## config.mk

```make
export PLATFORM = sky130hd
export DESIGN_NAME = vreg_xfer_ctrl_flat
export DESIGN_NICKNAME = d
export VERILOG_FILES = /design/src/rtl/vreg_xfer_ctrl_if.sv /design/src/rtl/vreg_xfer_ctrl.sv /design/src/flat_wrapper.sv
export SDC_FILE = /design/constraint.sdc
export NUM_CORES = 1
export LEC_CHECK = 0
export ABC_AREA = 1
export CORE_MARGIN = 4
export CORE_UTILIZATION = 32
export DETAILED_ROUTE_END_ITERATION = 16
export PLACE_DENSITY = 0.79
export SETUP_SLACK_MARGIN = 0.3
export SLEW_MARGIN = 30
export SYNTH_ARGS = -nofsm -noshare
export SYNTH_HDL_FRONTEND = slang
export SYNTH_SLANG_ARGS = --single-unit
```

## constraint.sdc

```tcl
create_clock -name Clk1 -period 1.1 [get_ports Clk1]
set_clock_uncertainty 0.15 [all_clocks]
set_input_delay 0.11 -clock Clk1 [delete_from_list [all_inputs] [get_ports Clk1]]
set_output_delay 0.11 -clock Clk1 [all_outputs]
set_load 0.02 [all_outputs]
```

## src/rtl/vreg_xfer_ctrl_if.sv

```systemverilog
// rtl/vreg_xfer_ctrl_if.sv - requester and register-file signal bundle for vreg_xfer_ctrl
interface vreg_xfer_ctrl_if #(
    parameter int VLEN = 16,
    parameter int DW   = 16,
    parameter int AW   = 3,
    parameter int EW   = $clog2(VLEN)
);
    // requester 0 (execute unit)
    logic          Req0_v;
    logic          Req0_wr;
    logic [AW-1:0] Req0_addr;
    logic [AW-1:0] Req0_addr2;
    logic [DW-1:0] Req0_wdata;
    logic          Gnt0;
    // requester 1 (load/store unit)
    logic          Req1_v;
    logic          Req1_wr;
    logic [AW-1:0] Req1_addr;
    logic [AW-1:0] Req1_addr2;
    logic [DW-1:0] Req1_wdata;
    logic          Gnt1;
    // register-file side and status
    logic          RD_s;
    logic          WR_s;
    logic [AW-1:0] Addr;
    logic [AW-1:0] Addr2;
    logic [DW-1:0] DataIn_s;
    logic [EW-1:0] Elem;
    logic          RdValid;
    logic [EW-1:0] RdElem;
    logic          Owner;
    logic          Busy;
    logic          Done;

    modport master (
        output Req0_v, Req0_wr, Req0_addr, Req0_addr2, Req0_wdata,
        output Req1_v, Req1_wr, Req1_addr, Req1_addr2, Req1_wdata,
        input  Gnt0, Gnt1, RD_s, WR_s, Addr, Addr2, DataIn_s,
        input  Elem, RdValid, RdElem, Owner, Busy, Done
    );

    modport slave (
        input  Req0_v, Req0_wr, Req0_addr, Req0_addr2, Req0_wdata,
        input  Req1_v, Req1_wr, Req1_addr, Req1_addr2, Req1_wdata,
        output Gnt0, Gnt1, RD_s, WR_s, Addr, Addr2, DataIn_s,
        output Elem, RdValid, RdElem, Owner, Busy, Done
    );
endinterface

```

## src/rtl/vreg_xfer_ctrl.sv

```systemverilog
// rtl/vreg_xfer_ctrl.sv - round-robin whole-vector transfer sequencer for the vector register file
module vreg_xfer_ctrl #(
    parameter int VLEN = 16,
    parameter int DW   = 16,
    parameter int AW   = 3
) (
    input logic              Clk1,
    input logic              Rst,
    vreg_xfer_ctrl_if.slave  bus
);
    localparam int EW = $clog2(VLEN);
    localparam logic [EW-1:0] LAST_ELEM = EW'(VLEN - 1);

    typedef enum logic [1:0] {
        S_IDLE = 2'd0,
        S_XFER = 2'd1,
        S_GAP  = 2'd2
    } state_t;

    state_t        state_q, state_d;
    logic          owner_q, owner_d;
    logic          wr_q, wr_d;
    logic [AW-1:0] addr_q, addr_d;
    logic [AW-1:0] addr2_q, addr2_d;
    logic [EW-1:0] elem_q, elem_d;
    // prio_q names the requester that wins a tie, i.e. the one not served last
    logic          prio_q, prio_d;
    logic          rdvalid_q, rdvalid_d;
    logic [EW-1:0] rdelem_q, rdelem_d;

    logic any_req;
    logic win;
    logic rd_s;

    // arbitration: a lone requester wins, a tie goes to the priority holder
    always_comb begin
        any_req = bus.Req0_v | bus.Req1_v;
        win     = bus.Req1_v & (~bus.Req0_v | prio_q);
    end

    // state register
    always_ff @(posedge Clk1) begin
        if (Rst) begin
            state_q <= S_IDLE;
        end else begin
            state_q <= state_d;
        end
    end

    // next-state: one transfer is VLEN strobe cycles followed by a single turnaround cycle
    always_comb begin
        state_d = state_q;
        case (state_q)
            S_IDLE:  if (any_req) state_d = S_XFER;
            S_XFER:  if (elem_q == LAST_ELEM) state_d = S_GAP;
            S_GAP:   state_d = S_IDLE;
            default: state_d = S_IDLE;
        endcase
    end

    // transfer context registers; reset also drops any partial transfer
    always_ff @(posedge Clk1) begin
        if (Rst) begin
            owner_q   <= 1'b0;
            wr_q      <= 1'b0;
            addr_q    <= '0;
            addr2_q   <= '0;
            elem_q    <= '0;
            prio_q    <= 1'b0;
            rdvalid_q <= 1'b0;
            rdelem_q  <= '0;
        end else begin
            owner_q   <= owner_d;
            wr_q      <= wr_d;
            addr_q    <= addr_d;
            addr2_q   <= addr2_d;
            elem_q    <= elem_d;
            prio_q    <= prio_d;
            rdvalid_q <= rdvalid_d;
            rdelem_q  <= rdelem_d;
        end
    end

    // context next values: latch the winner in IDLE, step the element in XFER, rotate priority in GAP
    always_comb begin
        owner_d   = owner_q;
        wr_d      = wr_q;
        addr_d    = addr_q;
        addr2_d   = addr2_q;
        elem_d    = elem_q;
        prio_d    = prio_q;
        // register file returns read data one cycle after the strobe
        rdvalid_d = rd_s;
        rdelem_d  = elem_q;
        case (state_q)
            S_IDLE: begin
                if (any_req) begin
                    owner_d = win;
                    wr_d    = win ? bus.Req1_wr   : bus.Req0_wr;
                    addr_d  = win ? bus.Req1_addr : bus.Req0_addr;
                    // a write only uses the primary port, so mirror it onto the second address
                    if (win ? bus.Req1_wr : bus.Req0_wr) begin
                        addr2_d = win ? bus.Req1_addr : bus.Req0_addr;
                    end else begin
                        addr2_d = win ? bus.Req1_addr2 : bus.Req0_addr2;
                    end
                    elem_d  = '0;
                end
            end
            S_XFER: begin
                elem_d = (elem_q == LAST_ELEM) ? '0 : elem_q + EW'(1);
            end
            S_GAP: begin
                prio_d = ~owner_q;
            end
            default: ;
        endcase
    end

    // outputs: strobes, grant and status decode directly from state and context
    always_comb begin
        rd_s         = (state_q == S_XFER) & ~wr_q;
        bus.RD_s     = rd_s;
        bus.WR_s     = (state_q == S_XFER) & wr_q;
        // the first XFER cycle is the only one with elem 0, so it doubles as the grant pulse
        bus.Gnt0     = (state_q == S_XFER) && (elem_q == '0) && !owner_q;
        bus.Gnt1     = (state_q == S_XFER) && (elem_q == '0) && owner_q;
        bus.Done     = (state_q == S_GAP);
        bus.Busy     = (state_q != S_IDLE);
        bus.Addr     = addr_q;
        bus.Addr2    = addr2_q;
        bus.Elem     = elem_q;
        bus.Owner    = owner_q;
        bus.RdValid  = rdvalid_q;
        bus.RdElem   = rdelem_q;
        bus.DataIn_s = '0;
        if ((state_q == S_XFER) && wr_q) begin
            bus.DataIn_s = owner_q ? bus.Req1_wdata : bus.Req0_wdata;
        end
    end
endmodule

```

## src/flat_wrapper.sv

```systemverilog
// flat-port wrapper written by rule: the top's interface ports become plain ports
module vreg_xfer_ctrl_flat 
#(
    parameter int VLEN = 16,
    parameter int DW   = 16,
    parameter int AW   = 3
)
  (Clk1, Rst, bus_Req0_v, bus_Req0_wr, bus_Req0_addr, bus_Req0_addr2, bus_Req0_wdata, bus_Req1_v, bus_Req1_wr, bus_Req1_addr, bus_Req1_addr2, bus_Req1_wdata, bus_Gnt0, bus_Gnt1, bus_RD_s, bus_WR_s, bus_Addr, bus_Addr2, bus_DataIn_s, bus_Elem, bus_RdValid, bus_RdElem, bus_Owner, bus_Busy, bus_Done);
  vreg_xfer_ctrl_if #(.VLEN(VLEN), .DW(DW), .AW(AW)) bus_i ();
  input logic Clk1;
  input logic Rst;
  input wire logic [$bits(bus_i.Req0_v)-1:0] bus_Req0_v;
  input wire logic [$bits(bus_i.Req0_wr)-1:0] bus_Req0_wr;
  input wire logic [$bits(bus_i.Req0_addr)-1:0] bus_Req0_addr;
  input wire logic [$bits(bus_i.Req0_addr2)-1:0] bus_Req0_addr2;
  input wire logic [$bits(bus_i.Req0_wdata)-1:0] bus_Req0_wdata;
  input wire logic [$bits(bus_i.Req1_v)-1:0] bus_Req1_v;
  input wire logic [$bits(bus_i.Req1_wr)-1:0] bus_Req1_wr;
  input wire logic [$bits(bus_i.Req1_addr)-1:0] bus_Req1_addr;
  input wire logic [$bits(bus_i.Req1_addr2)-1:0] bus_Req1_addr2;
  input wire logic [$bits(bus_i.Req1_wdata)-1:0] bus_Req1_wdata;
  output wire logic [$bits(bus_i.Gnt0)-1:0] bus_Gnt0;
  output wire logic [$bits(bus_i.Gnt1)-1:0] bus_Gnt1;
  output wire logic [$bits(bus_i.RD_s)-1:0] bus_RD_s;
  output wire logic [$bits(bus_i.WR_s)-1:0] bus_WR_s;
  output wire logic [$bits(bus_i.Addr)-1:0] bus_Addr;
  output wire logic [$bits(bus_i.Addr2)-1:0] bus_Addr2;
  output wire logic [$bits(bus_i.DataIn_s)-1:0] bus_DataIn_s;
  output wire logic [$bits(bus_i.Elem)-1:0] bus_Elem;
  output wire logic [$bits(bus_i.RdValid)-1:0] bus_RdValid;
  output wire logic [$bits(bus_i.RdElem)-1:0] bus_RdElem;
  output wire logic [$bits(bus_i.Owner)-1:0] bus_Owner;
  output wire logic [$bits(bus_i.Busy)-1:0] bus_Busy;
  output wire logic [$bits(bus_i.Done)-1:0] bus_Done;
  assign bus_i.Req0_v = bus_Req0_v;
  assign bus_i.Req0_wr = bus_Req0_wr;
  assign bus_i.Req0_addr = bus_Req0_addr;
  assign bus_i.Req0_addr2 = bus_Req0_addr2;
  assign bus_i.Req0_wdata = bus_Req0_wdata;
  assign bus_i.Req1_v = bus_Req1_v;
  assign bus_i.Req1_wr = bus_Req1_wr;
  assign bus_i.Req1_addr = bus_Req1_addr;
  assign bus_i.Req1_addr2 = bus_Req1_addr2;
  assign bus_i.Req1_wdata = bus_Req1_wdata;
  assign bus_Gnt0 = bus_i.Gnt0;
  assign bus_Gnt1 = bus_i.Gnt1;
  assign bus_RD_s = bus_i.RD_s;
  assign bus_WR_s = bus_i.WR_s;
  assign bus_Addr = bus_i.Addr;
  assign bus_Addr2 = bus_i.Addr2;
  assign bus_DataIn_s = bus_i.DataIn_s;
  assign bus_Elem = bus_i.Elem;
  assign bus_RdValid = bus_i.RdValid;
  assign bus_RdElem = bus_i.RdElem;
  assign bus_Owner = bus_i.Owner;
  assign bus_Busy = bus_i.Busy;
  assign bus_Done = bus_i.Done;
  vreg_xfer_ctrl #(.VLEN(VLEN), .DW(DW), .AW(AW)) u_core (.Clk1(Clk1), .Rst(Rst), .bus(bus_i));
endmodule
```

==> run_summary.xml, run 1 <==
<?xml version="1.0" encoding="UTF-8"?>
<metrics>
  <group name="worst_setup_path">
    <metric name="arrival" unit="ns">1.59</metric>
    <metric name="critPathLaunchType" unit="">register</metric>
    <metric name="path_class" unit="">register to register</metric>
    <metric name="crit_slowest_cell" unit="">sky130_fd_sc_hd__dfxtp_4</metric>
    <metric name="slowest_delay" unit="ns">0.36</metric>
    <metric name="crit_path_cell_trace" unit="">buf_6, buf_6, ha_4, a21oi_4, a21oi_2, o31ai_1</metric>
    <metric name="crit_top_cell" unit="">sky130_fd_sc_hd__buf_6</metric>
    <metric name="worstSetupEndpointType" unit="">register</metric>
    <metric name="worst_path_required" unit="ns">1.08</metric>
    <metric name="critical_path_peak_fanout" unit="">2</metric>
  </group>
  <group name="power">
    <metric name="powerDensity" unit="nW/um2">822.6</metric>
    <metric name="irDropWorstVdd" unit="uV">819.3</metric>
    <metric name="fin_total_pwr" unit="mW">2.525</metric>
    <metric name="static-leakage-power" unit="nW">1.353</metric>
  </group>
  <group name="synth">
    <metric name="yosysMostFrequentCell" unit="">sky130_fd_sc_hd__nand2_1</metric>
    <metric name="yosys.area.top_type_share" unit="%">31.40</metric>
    <metric name="mappedNetlistArea" unit="um2">1275</metric>
    <metric name="sequential_element_share_of_the_synthesized_area" unit="%">31.40</metric>
    <metric name="yosys_most_used_dff" unit="">sky130_fd_sc_hd__dfxtp_1</metric>
    <metric name="syn-num-nets" unit="">241</metric>
    <metric name="synth_async_sr_flop_share" unit="%">0</metric>
    <metric name="synthesis.area_per_instance" unit="um2">6.746</metric>
    <metric name="yosys.area.top_type" unit="">sky130_fd_sc_hd__dfxtp_1</metric>
    <metric name="synth.distinct_cells" unit="">30</metric>
    <metric name="netlist_instances" unit="">189</metric>
    <metric name="post_synth_top_cells" unit="">65 x sky130_fd_sc_hd__nand2_1, 20 x sky130_fd_sc_hd__a21oi_1, 20 x sky130_fd_sc_hd__dfxtp_1</metric>
    <metric name="ys_ff_latch" unit="">20</metric>
    <metric name="netlist_top_cells_area" unit="">sky130_fd_sc_hd__dfxtp_1 31%, sky130_fd_sc_hd__nand2_1 19%, sky130_fd_sc_hd__a21oi_1 7.9%, sky130_fd_sc_hd__nor2_1 4.7%, sky130_fd_sc_hd__inv_1 3.8%</metric>
    <metric name="number_of_synthesized_flops_with_an_enable_pin" unit="">0</metric>
    <metric name="yosys_warnings" unit="">0</metric>
  </group>
  <group name="drt">
    <metric name="drt.antenna.violating_nets" unit="">0</metric>
    <metric name="drc" unit="">0</metric>
    <metric name="post_drt_wl_per_cell" unit="um">16.22</metric>
    <metric name="route.final.wire_length" unit="um">6035</metric>
    <metric name="detailedRoute.firstPassIterationCount" unit="">4</metric>
    <metric name="vias_per_cell" unit="">4.750</metric>
    <metric name="initialDrtViolationCount" unit="">71</metric>
    <metric name="vias" unit="">1767</metric>
  </group>
  <group name="placed_design">
    <metric name="preCtsSetupSlack" unit="ns">-0.7364</metric>
    <metric name="dp.final_hpwl" unit="um">3780</metric>
    <metric name="placement.io_buffers" unit="">87</metric>
    <metric name="place.gp.congestion" unit="">0.8495</metric>
  </group>
  <group name="grt">
    <metric name="global_route.usage.met1" unit="%">24.79</metric>
    <metric name="maximum_number_of_pins_on_one_net_before_global_route_repair" unit="">17</metric>
    <metric name="grt_total_usage" unit="%">22.00</metric>
    <metric name="gr-usage-met2" unit="%">40.27</metric>
    <metric name="grt_pass1_wl" unit="um">8804</metric>
    <metric name="grt_util_met3" unit="%">5.398</metric>
    <metric name="grt_pass1_vias" unit="">1789</metric>
    <metric name="globalRouteOverflowTotal" unit="">0</metric>
    <metric name="grt_most_used_layer" unit="">met2</metric>
    <metric name="initial_antenna_violation_count" unit="">0</metric>
  </group>
  <group name="floorplanning">
    <metric name="die_height" unit="um">71.12</metric>
    <metric name="starting_density_of_the_core" unit="%">34.06</metric>
    <metric name="die_area" unit="um2">5058</metric>
    <metric name="placementRows" unit="">22</metric>
    <metric name="die_width" unit="um">71.12</metric>
    <metric name="top_level_ports" unit="">88</metric>
    <metric name="core-area" unit="um2">3744</metric>
  </group>
  <group name="timing">
    <metric name="finalHoldViolations" unit="">0</metric>
    <metric name="timing.final.crit_share" unit="%">146.1</metric>
    <metric name="grt_setup_unrepaired" unit="">yes</metric>
    <metric name="layout_setup_ws" unit="ns">-0.5067</metric>
    <metric name="report.final.setup_viol" unit="">43</metric>
    <metric name="final_period_minus_worst_setup_slack" unit="ns">1.607</metric>
    <metric name="achievable-frequency" unit="MHz">622.4</metric>
    <metric name="slew_viol_final" unit="">0</metric>
    <metric name="max-slew-margin-rel" unit="%">75.33</metric>
    <metric name="worst_hold_slack" unit="ns">0.1737</metric>
    <metric name="timing_worst_slew_pin_value" unit="ns">0.3670</metric>
  </group>
  <group name="clocking">
    <metric name="maximum_count_of_clock_buffers_along_a_single_path" unit="">2</metric>
    <metric name="clockRootBuffer" unit="">sky130_fd_sc_hd__clkbuf_8</metric>
    <metric name="clock_latency_of_the_later_clocked_register_in_the_worst_skew_pair" unit="ns">0.27</metric>
    <metric name="htree_num_levels" unit="">1</metric>
    <metric name="clock_tree_from_tritoncts" unit="">yes</metric>
    <metric name="path_clk_slew" unit="ns">0.07</metric>
    <metric name="cts_inserted_buffers" unit="">3</metric>
    <metric name="clock_sink_count" unit="">20</metric>
  </group>
  <group name="finish">
    <metric name="layout_area_overhead" unit="%">140.7</metric>
    <metric name="number_of_filler_instances_in_the_final_layout" unit="">203</metric>
    <metric name="postLayoutCoreUtil" unit="%">81.99</metric>
    <metric name="final_antenna_diode_count" unit="">0</metric>
    <metric name="fin_nets" unit="">377</metric>
    <metric name="final_layout_size_suffix_gt1_share" unit="%">53.70</metric>
  </group>
  <group name="hold_path">
    <metric name="hold_path.class" unit="">input pin to register</metric>
  </group>
  <group name="run_status">
    <metric name="outcome" unit="">complete, but fails checks</metric>
    <metric name="failed_checks" unit="">negative setup slack</metric>
  </group>
  <group name="job">
    <metric name="max_cap_viol" unit="">0</metric>
  </group>
</metrics>
layout by cell type, fill, tap and decap left out:
| cell type | synthesis | routed |
|---|---|---|
| sky130_fd_sc_hd__nand2_4 | 3 | 6 |
| sky130_fd_sc_hd__buf_4 | 0 | 29 |
| sky130_fd_sc_hd__a211oi_2 | 1 | 1 |
| sky130_fd_sc_hd__nor2_2 | 2 | 4 |
| sky130_fd_sc_hd__a21oi_4 | 0 | 13 |
| sky130_fd_sc_hd__nand4_1 | 1 | 1 |
| sky130_fd_sc_hd__clkdlybuf4s50_1 | 0 | 48 |
| sky130_fd_sc_hd__nand3b_1 | 1 | 1 |
| sky130_fd_sc_hd__nand2_1 | 65 | 62 |
| sky130_fd_sc_hd__a32o_1 | 1 | 1 |
| sky130_fd_sc_hd__nand2_8 | 1 | 1 |
| sky130_fd_sc_hd__dlygate4sd2_1 | 0 | 2 |
| sky130_fd_sc_hd__o31ai_1 | 1 | 1 |
| sky130_fd_sc_hd__a21oi_2 | 5 | 6 |
| sky130_fd_sc_hd__nor4_4 | 0 | 1 |
| sky130_fd_sc_hd__dfxtp_2 | 0 | 15 |
| sky130_fd_sc_hd__inv_2 | 5 | 6 |
| sky130_fd_sc_hd__nor3_2 | 0 | 1 |
| sky130_fd_sc_hd__nor2_1 | 16 | 8 |
| sky130_fd_sc_hd__clkinv_2 | 0 | 1 |
| sky130_fd_sc_hd__nor2_4 | 3 | 9 |
| sky130_fd_sc_hd__buf_6 | 1 | 57 |
| sky130_fd_sc_hd__inv_8 | 0 | 2 |
| sky130_fd_sc_hd__clkinv_1 | 1 | 1 |
| sky130_fd_sc_hd__dfxtp_1 | 20 | 1 |
| sky130_fd_sc_hd__a21oi_1 | 20 | 6 |
| sky130_fd_sc_hd__dfxtp_4 | 0 | 4 |
| sky130_fd_sc_hd__nor2_8 | 2 | 2 |
| sky130_fd_sc_hd__inv_4 | 1 | 3 |
| sky130_fd_sc_hd__nand2_2 | 2 | 2 |
| sky130_fd_sc_hd__inv_1 | 13 | 8 |
| sky130_fd_sc_hd__nand3_1 | 6 | 6 |
| sky130_fd_sc_hd__o21ai_1 | 2 | 4 |
| sky130_fd_sc_hd__ha_4 | 0 | 2 |
| sky130_fd_sc_hd__o21ai_2 | 2 | 4 |
| sky130_fd_sc_hd__clkbuf_8 | 0 | 3 |
| sky130_fd_sc_hd__buf_12 | 0 | 2 |
where the power goes:
group | internal [mW] | total, mW | leakage, nW | switching [mW]
Clock | 0.250 | 0.518 | 0.0231 | 0.268
Combinational | 0.620 | 1.18 | 1.16 | 0.565
Sequential | 0.777 | 0.822 | 0.172 | 0.0452
Total | 1.65 | 2.52 | 1.35 | 0.878
routing by layer:
layer,share of wire (%),vias to the layer above,wire (um)
met5,0,-,0
li1,-,870,-
met2,51,77,3099
met4,2.4,0,142
met1,40,806,2393
met3,6.6,14,400
stage by stage:
| step | TNS [ns] | area, um2 | cells |
|---|---|---|---|
| detailed placement | -22.69 | 2555 | 348 |
| finish | -15.31 | 3069 | 372 |
| CTS | -13.65 | 2907 | 362 |
| global route | -17.49 | 3069 | 372 |
| floorplan | -5.745 | 1429 | 189 |
| global placement | -21.86 | 2555 | 348 |
state kept, by name (all words and copies together), names as in the netlist:
signal,flops
u_core.bus.RdElem,4
u_core.bus.Owner,1
u_core.state_q,2
u_core.wr_q,1
u_core.bus.Addr,3
u_core.bus.Addr2,3
u_core.prio_q,1
u_core.bus.RdValid,1
u_core.bus.Elem,4
cell families (layout without fill, tap and decap cells):
family                   Yosys count  count (layout)  share of synthesized area [%]
adder cells (fa/ha/maj)            2               2                          1.962
buffers and inverters             27             162                          9.127
flip-flops                        20              20                          31.40
AO/OA/AOI/OAI                     36              36                          17.37
AND/OR/NAND/NOR                  104             104                          40.14
timing repair:
action | CTS | global route
endpoints found under the setup margin | 58 | 58
setup buffers | 10 | 10
gates resized for setup | 281 | 27
hold buffers | 0 | 0
pin swaps | 12 | 11
worst max-delay path: cells and delay by family (launching register included):
family	cells	cell delay, ns
buffers and inverters	2	0.22
AOI/OAI and AO/OA	3	0.58
DFF	1	0.36
adders and majority gates	1	0.16
layout make-up:
cell class              count  area [um2]  area share, %
inverters                  20       98.84          3.221
flip-flops and latches     20       434.2          14.15
multi-input cells         142        1033          33.67
clock inverters             1       3.754         0.1223
repair buffers            138        1398          45.54
clock buffers               3       41.29          1.345
well taps                  48       60.06          1.957
path summary, 6_finish.rpt:
| check | from | end | slack [ns] | cells past startpoint |
|---|---|---|---|---|
| max | u_core.bus.Elem[1] | u_core.bus.Elem[0] | -0.51 | 6 |
| min | Rst | u_core.bus.RdElem[0] | 0.17 | 2 |
| max reg2reg | u_core.bus.Elem[1] | u_core.bus.Elem[0] | -0.51 | 6 |
| min reg2reg | u_core.bus.Addr2[0] | u_core.bus.Addr2[0] | 0.34 | 2 |
Note: power is estimated with default switching activity, not from simulation.
==> run 2: changes to the inputs <==
- CORE_MARGIN: 4 -> 3
==> run_summary.xml, run 2 (synthesized netlist as in run 1, its figures left out) <==
<?xml version="1.0" encoding="UTF-8"?>
<metrics>
  <group name="floorplanning">
    <metric name="core-area" unit="um2">3744</metric>
    <metric name="placementRows" unit="">22</metric>
    <metric name="top_level_ports" unit="">88</metric>
    <metric name="die_height" unit="um">69.12</metric>
    <metric name="starting_density_of_the_core" unit="%">34.06</metric>
    <metric name="die_width" unit="um">69.12</metric>
    <metric name="die_area" unit="um2">4778</metric>
  </group>
  <group name="timing">
    <metric name="layout_setup_ws" unit="ns">-0.5211</metric>
    <metric name="max-slew-margin-rel" unit="%">79.74</metric>
    <metric name="worst_hold_slack" unit="ns">0.1799</metric>
    <metric name="achievable-frequency" unit="MHz">616.9</metric>
    <metric name="timing.final.crit_share" unit="%">147.4</metric>
    <metric name="report.final.setup_viol" unit="">43</metric>
    <metric name="slew_viol_final" unit="">0</metric>
    <metric name="finalHoldViolations" unit="">0</metric>
    <metric name="timing_worst_slew_pin_value" unit="ns">0.3040</metric>
    <metric name="grt_setup_unrepaired" unit="">yes</metric>
    <metric name="final_period_minus_worst_setup_slack" unit="ns">1.621</metric>
  </group>
  <group name="drt">
    <metric name="post_drt_wl_per_cell" unit="um">15.83</metric>
    <metric name="route.final.wire_length" unit="um">5729</metric>
    <metric name="vias_per_cell" unit="">4.887</metric>
    <metric name="detailedRoute.firstPassIterationCount" unit="">4</metric>
    <metric name="initialDrtViolationCount" unit="">69</metric>
    <metric name="drt.antenna.violating_nets" unit="">0</metric>
    <metric name="vias" unit="">1769</metric>
    <metric name="drc" unit="">0</metric>
  </group>
  <group name="grt">
    <metric name="grt_total_usage" unit="%">20.49</metric>
    <metric name="maximum_number_of_pins_on_one_net_before_global_route_repair" unit="">16</metric>
    <metric name="grt_pass1_wl" unit="um">8107</metric>
    <metric name="globalRouteOverflowTotal" unit="">0</metric>
    <metric name="grt_pass1_vias" unit="">1676</metric>
    <metric name="initial_antenna_violation_count" unit="">0</metric>
  </group>
  <group name="placed_design">
    <metric name="place.gp.congestion" unit="">0.8190</metric>
    <metric name="placement.io_buffers" unit="">87</metric>
    <metric name="dp.final_hpwl" unit="um">3508</metric>
    <metric name="post-place-cells" unit="">345</metric>
    <metric name="preCtsSetupSlack" unit="ns">-0.6661</metric>
  </group>
  <group name="finish">
    <metric name="fin_nets" unit="">368</metric>
    <metric name="final_layout_size_suffix_gt1_share" unit="%">53.82</metric>
    <metric name="final_antenna_diode_count" unit="">0</metric>
    <metric name="instances_no_fill" unit="">362</metric>
    <metric name="most-common-layout-cells" unit="">63 x sky130_fd_sc_hd__nand2_1, 52 x sky130_fd_sc_hd__buf_6, 48 x sky130_fd_sc_hd__clkdlybuf4s50_1, 19 x sky130_fd_sc_hd__buf_4, 16 x sky130_fd_sc_hd__dfxtp_2</metric>
    <metric name="layout_area_overhead" unit="%">139.4</metric>
    <metric name="most_common_library_cell_in_the_layout_ignoring_fill_and_taps" unit="">sky130_fd_sc_hd__nand2_1</metric>
    <metric name="number_of_filler_instances_in_the_final_layout" unit="">203</metric>
  </group>
  <group name="clocking">
    <metric name="clock_tree_from_tritoncts" unit="">yes</metric>
    <metric name="clock_sink_count" unit="">20</metric>
    <metric name="htree_num_levels" unit="">1</metric>
    <metric name="path_clk_slew" unit="ns">0.08</metric>
    <metric name="clockRootBuffer" unit="">sky130_fd_sc_hd__clkbuf_8</metric>
    <metric name="maximum_count_of_clock_buffers_along_a_single_path" unit="">2</metric>
    <metric name="cts_inserted_buffers" unit="">3</metric>
    <metric name="clock_latency_of_the_later_clocked_register_in_the_worst_skew_pair" unit="ns">0.26</metric>
  </group>
  <group name="job">
    <metric name="max_cap_viol" unit="">0</metric>
  </group>
  <group name="worst_setup_path">
    <metric name="critPathTopFamily" unit="">buffers and inverters</metric>
    <metric name="slowest_delay" unit="ns">0.33</metric>
    <metric name="crit_path_cell_trace" unit="">inv_2, nand2_4, nor2_4, inv_2, buf_12, a21oi_2, buf_4</metric>
    <metric name="worstSetupEndpointType" unit="">primary output</metric>
    <metric name="r2r_slack" unit="ns">-0.44</metric>
    <metric name="arrival" unit="ns">1.36</metric>
    <metric name="worst_path_required" unit="ns">0.84</metric>
    <metric name="timing.rr.start" unit="">u_core.state_q[1]</metric>
    <metric name="crit_top_cell" unit="">sky130_fd_sc_hd__inv_2</metric>
    <metric name="worstSetupPathDepth" unit="">7</metric>
    <metric name="worst_reg2reg_endpoint" unit="">u_core.bus.Elem[3]</metric>
    <metric name="critPathLaunchType" unit="">register</metric>
    <metric name="cp_num_buf_inv" unit="">4</metric>
    <metric name="path_class" unit="">register to primary output</metric>
    <metric name="critical_path_peak_fanout" unit="">9</metric>
    <metric name="reg2regPathDepth" unit="">10</metric>
    <metric name="setup.worst_path.start" unit="">u_core.state_q[1]</metric>
    <metric name="crit_end" unit="">bus_DataIn_s[2]</metric>
    <metric name="crit_slowest_cell" unit="">sky130_fd_sc_hd__dfxtp_2</metric>
  </group>
  <group name="power">
    <metric name="fin_total_pwr" unit="mW">2.478</metric>
    <metric name="static-leakage-power" unit="nW">1.313</metric>
    <metric name="irDropWorstVdd" unit="uV">869.7</metric>
    <metric name="powerDensity" unit="nW/um2">812.2</metric>
  </group>
  <group name="hold_path">
    <metric name="hold_path.class" unit="">input pin to register</metric>
  </group>
  <group name="run_status">
    <metric name="outcome" unit="">complete, but fails checks</metric>
    <metric name="failed_checks" unit="">negative setup slack</metric>
  </group>
</metrics>
## run 2: changes by cell type in the layout (fill, tap and decap cells not counted), moves of 2 or more
cell and delta:
sky130_fd_sc_hd__a21oi_1 -3, sky130_fd_sc_hd__a21oi_2 +3, sky130_fd_sc_hd__buf_12 +4, sky130_fd_sc_hd__buf_4 -10
sky130_fd_sc_hd__buf_6 -5, sky130_fd_sc_hd__inv_2 +2, sky130_fd_sc_hd__inv_8 -2, sky130_fd_sc_hd__nor2_2 -2
sky130_fd_sc_hd__nor2_4 +3
## run 2: per-stage QoR
step	util, %	cell area (um2)	setup TNS (ns)
floorplan	-	1429	-5.745
global placement	69.32	2595	-21.01
detailed placement	69.32	2595	-22.23
CTS	76.37	2859	-13.61
global route	81.52	3052	-16.95
finish	81.52	3052	-15.15
## run 2: report_power, final
part / total, mW / switching [mW] / internal [mW]
sequential: 0.819 / 0.0410 / 0.778
clock: 0.490 / 0.246 / 0.244
combinational: 1.17 / 0.567 / 0.602
total: 2.48 / 0.854 / 1.62
## run 2: cell type report
class                           count  area [um2]  area share (%)
Multi-Input combinational cell    143        1074           35.18
Timing Repair inverter              1       6.256          0.2050
Inverter                           20       86.33           2.829
Tap cell                           48       60.06           1.968
Clock buffer                        3       41.29           1.353
Sequential cell                    20       431.7           14.15
Timing Repair Buffer              127        1353           44.32
## run 2: per-layer routing
layer / track usage [%] / vias up / part of all wire (%)
met5: 0 / - / 0
met4: 2.820 / 0 / 0.72
met3: 5.685 / 6 / 6.5
met2: 37.61 / 84 / 54
met1: 24.02 / 822 / 39
li1: - / 857 / -
## run 2: timing repair
item / CTS / global route
endpoints found under the setup margin: 58 / 58
pin swaps: 7 / 8
hold buffers: 0 / 0
gates resized for setup: 274 / 36
buffers inserted: 4 / 8
gates cloned: 1 / 1
endpoints found under the hold margin: 0 / 0
## run 2: worst min path at each step
stage / slack [ns] / cells past startpoint / startpoint / to
global route: 0.20 / 2 / Rst / u_core.bus.RdElem[0]
floorplan: 0.17 / 4 / bus_Req0_wr / u_core.wr_q
global placement: 0.32 / 2 / u_core.bus.Addr2[2] / u_core.bus.Addr2[2]
detailed placement: 0.31 / 2 / u_core.bus.Addr2[0] / u_core.bus.Addr2[0]
CTS: 0.15 / 2 / Rst / u_core.bus.RdElem[0]
finish: 0.18 / 2 / Rst / u_core.bus.RdElem[0]
## run 2: worst register-to-register path, cell delays in order, from the launching register on
cell,delay [ns]
sky130_fd_sc_hd__dfxtp_2,0.33
sky130_fd_sc_hd__inv_2,0.07
sky130_fd_sc_hd__buf_4,0.14
sky130_fd_sc_hd__nand2_4,0.06
sky130_fd_sc_hd__buf_12,0.13
sky130_fd_sc_hd__nor2_8,0.21
sky130_fd_sc_hd__nor2_8,0.07
sky130_fd_sc_hd__nor2_4,0.10
sky130_fd_sc_hd__o21ai_2,0.06
sky130_fd_sc_hd__o21ai_2,0.07
sky130_fd_sc_hd__nor2_2,0.04
==> run 3: changes to the inputs <==
- CTS_CLUSTER_SIZE: not set -> 10
==> results of run 3 <==
Same layout as run 2: the final DEF is identical, and so are final timing and power.
